## src/rtl/param_updown_counter_pkg.sv

```systemverilog
// Shared definitions for the parametrised up/down counter: boundary modes and
// the width helper used to size the prescaler phase register.
package param_updown_counter_pkg;

  localparam int CNT_MODE_WRAP = 0;
  localparam int CNT_MODE_SAT  = 1;

  // Bits needed to hold 0..value-1, never less than one.
  function automatic int clog2_min1(input int value);
    int w;
    w = 1;
    while ((longint'(1) << w) < longint'(value)) begin
      w = w + 1;
    end
    return w;
  endfunction

endpackage

```

## src/rtl/param_updown_counter_tick_prescaler.sv

```systemverilog
// Clock-enable prescaler: emits one tick every PRESCALE enabled cycles.
// With PRESCALE == 1 it collapses to a plain wire from en to tick.
module tick_prescaler
  import param_updown_counter_pkg::*;
#(
  parameter int PRESCALE = 1
) (
  input  logic clk,
  input  logic rst,
  input  logic en,
  input  logic sync_clr,
  output logic tick
);

  generate
    if (PRESCALE <= 1) begin : g_bypass
      logic unused_ok;
      assign unused_ok = ^{clk, rst, sync_clr};
      assign tick      = en;
    end else begin : g_div
      localparam int            PW   = clog2_min1(PRESCALE);
      localparam logic [PW-1:0] LAST = PW'(PRESCALE - 1);

      logic [PW-1:0] phase_q;
      logic [PW-1:0] phase_d;
      logic          at_last;

      assign at_last = (phase_q == LAST);

      // Phase only advances on enabled cycles, so a gap in en stretches the interval.
      always_comb begin
        phase_d = phase_q;
        if (sync_clr) begin
          phase_d = '0;
        end else if (en) begin
          phase_d = at_last ? '0 : phase_q + PW'(1);
        end
      end

      always_ff @(posedge clk or posedge rst) begin
        if (rst) begin
          phase_q <= '0;
        end else begin
          phase_q <= phase_d;
        end
      end

      assign tick = en & at_last;
    end
  endgenerate

endmodule

```

## src/rtl/param_updown_counter.sv

```systemverilog
// Parametrised up/down counter with programmable terminal value, load, sync
// clear, wrap-or-saturate boundary handling and an optional tick prescaler.
module param_updown_counter
  import param_updown_counter_pkg::*;
#(
  parameter int          WIDTH    = 8,
  parameter int unsigned MAX_VAL  = 255,
  parameter int          SATURATE = CNT_MODE_WRAP,
  parameter int          PRESCALE = 1
) (
  input  logic             clk,
  input  logic             rst,
  input  logic             en,
  input  logic             up_dn,
  input  logic             clr,
  input  logic             load,
  input  logic [WIDTH-1:0] load_val,
  output logic [WIDTH-1:0] count,
  output logic             tc,
  output logic             ovf
);

  generate
    if ((WIDTH < 1) || (longint'(MAX_VAL) >= (longint'(1) << WIDTH)) || (PRESCALE < 1))
    begin : g_bad_params
      $error("param_updown_counter: need WIDTH>=1, MAX_VAL < 2**WIDTH and PRESCALE >= 1");
    end
  endgenerate

  localparam logic [WIDTH-1:0] MAX_W = WIDTH'(MAX_VAL);
  localparam bit               SAT   = (SATURATE == CNT_MODE_SAT);

  logic [WIDTH-1:0] count_q, count_d;
  logic             tc_q, tc_d;
  logic             ovf_q, ovf_d;
  logic             tick;
  logic [WIDTH-1:0] load_clip;

  // Clear and load both restart the prescaler so the next tick is a full period away.
  tick_prescaler #(
    .PRESCALE (PRESCALE)
  ) u_prescaler (
    .clk      (clk),
    .rst      (rst),
    .en       (en),
    .sync_clr (clr | load),
    .tick     (tick)
  );

  assign load_clip = (load_val > MAX_W) ? MAX_W : load_val;

  always_comb begin
    count_d = count_q;
    tc_d    = 1'b0;
    ovf_d   = ovf_q;
    if (clr) begin
      count_d = '0;
      ovf_d   = 1'b0;
    end else if (load) begin
      count_d = load_clip;
    end else if (tick) begin
      if (up_dn) begin
        if (count_q == MAX_W) begin
          count_d = SAT ? count_q : '0;
          tc_d    = 1'b1;
          ovf_d   = 1'b1;
        end else begin
          count_d = count_q + WIDTH'(1);
        end
      end else begin
        if (count_q == '0) begin
          count_d = SAT ? count_q : MAX_W;
          tc_d    = 1'b1;
          ovf_d   = 1'b1;
        end else begin
          count_d = count_q - WIDTH'(1);
        end
      end
    end
  end

  always_ff @(posedge clk or posedge rst) begin
    if (rst) begin
      count_q <= '0;
      tc_q    <= 1'b0;
      ovf_q   <= 1'b0;
    end else begin
      count_q <= count_d;
      tc_q    <= tc_d;
      ovf_q   <= ovf_d;
    end
  end

  assign count = count_q;
  assign tc    = tc_q;
  assign ovf   = ovf_q;

endmodule

```

## config.mk

```make
export PLATFORM = sky130hd
export DESIGN_NAME = param_updown_counter
export DESIGN_NICKNAME = d
export VERILOG_FILES = /design/src/rtl/param_updown_counter_pkg.sv /design/src/rtl/param_updown_counter_tick_prescaler.sv /design/src/rtl/param_updown_counter.sv
export SDC_FILE = /design/constraint.sdc
export NUM_CORES = 1
export LEC_CHECK = 0
export ABC_AREA = 0
export CAP_MARGIN = 20
export CELL_PAD_IN_SITES_DETAIL_PLACEMENT = 0
export CELL_PAD_IN_SITES_GLOBAL_PLACEMENT = 2
export CORE_AREA = 2 2 63 65
export CTS_CLUSTER_DIAMETER = 100
export DETAILED_ROUTE_END_ITERATION = 6
export DIE_AREA = 0 0 65 67
export GPL_TIMING_DRIVEN = 0
export HOLD_SLACK_MARGIN = 0.02
export PLACE_DENSITY = 0.84
export SYNTH_ARGS = -nofsm -noshare
export SYNTH_HDL_FRONTEND = slang
export SYNTH_SLANG_ARGS = --single-unit
```

## constraint.sdc

```tcl
create_clock -name clk -period 2.01 [get_ports clk]
set_input_delay 0.402 -clock clk [delete_from_list [all_inputs] [get_ports clk]]
set_output_delay 0.402 -clock clk [all_outputs]
set_load 0.02 [all_outputs]
```

==> impl_metrics.py <==
metrics = {
    "critical_path": {
        "cp-start-kind": "flop",
        "crit_fanout": 8,
        "worst_path_max_delay_cell": "sky130_fd_sc_hd__or4b_4",
        "cp_data_arrival_time_ns": 2.08,
        "critPathCaptureType": "flop",
        "critPathRequiredTime_ns": 2.16,
        "timing.critical_path.cells": "buf_6 > inv_2 > ha_2 > or4b_4 > nor3_4 > nor3_2 > o31ai_1",
        "cp_slowest_stage_delay_ns": 0.49,
        "worstSetupPathType": "flop to flop",
    },
    "yosys": {
        "netlist_instances": 129,
        "synth_seq_area_share_pct": 25.8,
        "yosys-mux-area-fraction_pct": 1.03,
        "synthSimpleGateAreaFrac_pct": 25.8,
        "synth-compound-area-share_pct": 32.3,
        "post_synth_fa_ha_maj_area_fraction_pct": 3.87,
        "yosys-top-cells-area": "sky130_fd_sc_hd__dfrtp_1 (26%), sky130_fd_sc_hd__a21oi_1 (5.2%), sky130_fd_sc_hd__o21ai_0 (4.6%)",
        "synth-main-ff-cell": "sky130_fd_sc_hd__dfrtp_1",
        "area_fraction_of_the_dominant_cell_type_after_synthesis_pct": 25.8,
        "main_combinational_cell_family_by_area_after_synthesis": "compound AO/OA/AOI/OAI gates",
        "ys_async_rst_share_pct": 100,
        "synth_area_um2": 970,
        "synth_seq_cells": 10,
        "postSynthNetCount": 146,
        "synth_area_leader_cell": "sky130_fd_sc_hd__dfrtp_1",
        "synth_enable_flop_cells": 0,
        "syn-mean-instance-area_um2": 7.52,
        "yosysWarningCount": 0,
        "yosys.area_share.xor_xnor_pct": 0.903,
        "yosys_cell_types": 44,
    },
    "timing": {
        "fin_hold_ws_ns": 0.453,
        "worst_pin_slew_ns": 0.597,
        "setup_tns_ns": 0,
        "timing.fmax_mhz": 519,
        "skew_ns": 0.000917,
        "min_period_over_period_pct": 95.8,
        "min_period_ns": 1.93,
        "setup_viol_count_final": 0,
        "hold_viol_final": 0,
        "timing_max_transition_violations_final": 0,
        "slew_headroom_pct": 59.9,
    },
    "routing": {
        "detailroute.via_count": 1115,
        "vias_per_cell": 5.39,
        "detail-route-antenna-nets": 0,
        "detailedRoute.firstPassIterationCount": 4,
        "number_of_design_rule_violations_left_by_the_first_detailed_router_iteration": 79,
        "drc": 0,
        "routedWlPerCell_um": 15.7,
        "wl_mm": 3.25,
    },
    "clock_network": {
        "clock-sinks": 10,
        "worst_skew_pair_later_pin_latency_ns": 0.24,
        "clk_transition_reported_paths_ns": 0.06,
        "cts_htree_levels": 1,
        "tritoncts": "done",
        "cts_inserted_buffers": 3,
        "maximum_clock_path_buffer_count": 2,
        "cts.root.buffer_cell": "sky130_fd_sc_hd__clkbuf_8",
    },
    "place": {
        "half_perimeter_wire_length_of_the_detailed_placement_result_mm": 2.36,
        "post_dp_cell_area_mm2": 0.00124,
        "gpl.final_weighted_congestion": 0.913,
        "io_buffer_count": 21,
        "numPlacedInstances": 198,
    },
    "pwr": {
        "sequentialPowerShare_pct": 28.4,
        "power.switching_fraction_pct": 34.1,
        "worst_ir_drop_vdd_mv": 0.175,
        "pwr_density_cell_mw_per_mm2": 589,
        "comb_pwr_share_pct": 38.1,
        "clock_power_share_pct": 33.5,
        "leakagePower_nw": 0.539,
        "power_switching_mw": 0.275,
        "internal_power_mw": 0.533,
    },
    "floorplan": {
        "placement_rows": 22,
        "io-pin-count": 24,
        "die_ar_mm2": 0.00436,
        "initial_utilization_pct": 26.9,
        "core_area_mm2": 0.00361,
        "dieWidth_um": 65,
        "die_height_um": 67,
    },
    "grt": {
        "grt_overflow_total": 0,
        "global_route_wire_length_before_repair_mm": 5.44,
        "grt_usage_pct": 16.2,
        "grt_antenna_before_repair": 0,
        "grt_max_degree": 11,
        "via_count_of_the_first_global_routing_pass": 1123,
    },
    "worst_hold_path": {
        "hold_path.class": "input port to asynchronous set/reset pin",
    },
    "final_layout": {
        "stdcell_area_mm2": 0.00137,
        "n_antenna_cell": 0,
        "layout.nets": 177,
        "drive_gt1_share_pct": 15.1,
        "post-route-util_pct": 38.0,
        "finalNonFillerCells": 207,
        "area_growth_syn_to_layout_pct": 41.4,
    },
    "run_status": {
        "run_status": "complete, no violations",
    },
    "job": {
        "timing.max_cap.violations": 0,
    },
}
[cell families after synthesis]
logic type | after synthesis
multiplexers | 1
XOR/XNOR | 1
adder cells (fa/ha/maj) | 3
AND/OR/NAND/NOR | 45
buffers and inverters | 22
flip-flops | 10
AO/OA/AOI/OAI | 47
[registers in the layout (all words and copies together), names as in the netlist]
register and flops:
count 8, ovf 1, tc 1
[synthesized netlist by cell type, drive strengths merged (3+ instances only)]
cell,instances
nand2,10
clkbuf,9
buf,4
dfrtp,10
ha,3
inv,9
a21oi,10
nor2,6
nor3,6
o21ai,9
a31oi,6
[critical path: cells and delay by family, from the launching register on]
| kind | cells | cell delay (ns) |
|---|---|---|
| compound gates | 1 | 0.23 |
| flops | 1 | 0.40 |
| simple gates | 3 | 0.81 |
| fa+ha+maj | 1 | 0.19 |
| buf+inv | 2 | 0.21 |
[metal layers]
metal	wire length (µm)	GRT usage, %
met5	0	0
met4	71	7.98
met3	87	1.35
met2	1620	28.1
met1	1470	20.2
[worst paths after layout]
check | from | endpoint | slack, ns | cells past startpoint
max | count[0] | count[0] | 0.08 | 7
min | rst | count[4] | 0.45 | 2
max reg2reg | count[0] | count[0] | 0.08 | 7
min reg2reg | ovf | ovf | 0.52 | 2
max in group asynchronous | rst | count[1] | 1.23 | 2
min in group clk | ovf | ovf | 0.52 | 2
[timing repair]
item / in CTS / in global routing
pin swaps: 0 / 2
buffers inserted: 0 / 5
resized for setup: 5 / 11
setup endpoints to repair: 5 / 5
hold endpoints to repair: 0 / 0
hold buffers: 0 / 0
cloned: 0 / 0
[cells in the final DEF (no fill, tap or decap), types with 3 or more instances in the layout]
master / n
sky130_fd_sc_hd__a31oi_1: 6
sky130_fd_sc_hd__dfrtp_1: 9
sky130_fd_sc_hd__a21oi_1: 10
sky130_fd_sc_hd__nor3_1: 4
sky130_fd_sc_hd__o21ai_0: 8
sky130_fd_sc_hd__buf_6: 3
sky130_fd_sc_hd__inv_1: 8
sky130_fd_sc_hd__nor2_1: 6
sky130_fd_sc_hd__clkbuf_8: 4
sky130_fd_sc_hd__clkdlybuf4s50_1: 21
sky130_fd_sc_hd__clkbuf_1: 7
sky130_fd_sc_hd__buf_4: 5
sky130_fd_sc_hd__nand2_1: 10
[through the flow]
step / power (mW) / setup WS (ns)
2_1_floorplan: 0.408 / 0.0842
3_3_place_gp: 0.503 / -0.182
3_5_place_dp: 0.507 / -0.234
4_1_cts: 0.785 / 0.0116
5_1_grt: 0.848 / -0.00596
6_report: 0.808 / 0.0848
[final cells by class]
type / instances / area, µm²
Tap cell: 48 / 60.1
Timing Repair Buffer: 26 / 248
Inverter: 9 / 33.8
Fill cell: 385 / 2230
Sequential cell: 10 / 251
Buffer: 13 / 75.1
Multi-Input combinational cell: 97 / 648
Clock buffer: 4 / 55.1
[power groups by stage]
stage	Sequential, mW	Combinational (mW)	Clock [mW]
after floorplan	0.249	0.160	0
after global placement	0.234	0.269	0
after detailed placement	0.235	0.271	0
after CTS	0.232	0.284	0.269
after global routing	0.232	0.338	0.279
final	0.230	0.308	0.271
(Power assumes the default switching activity.)
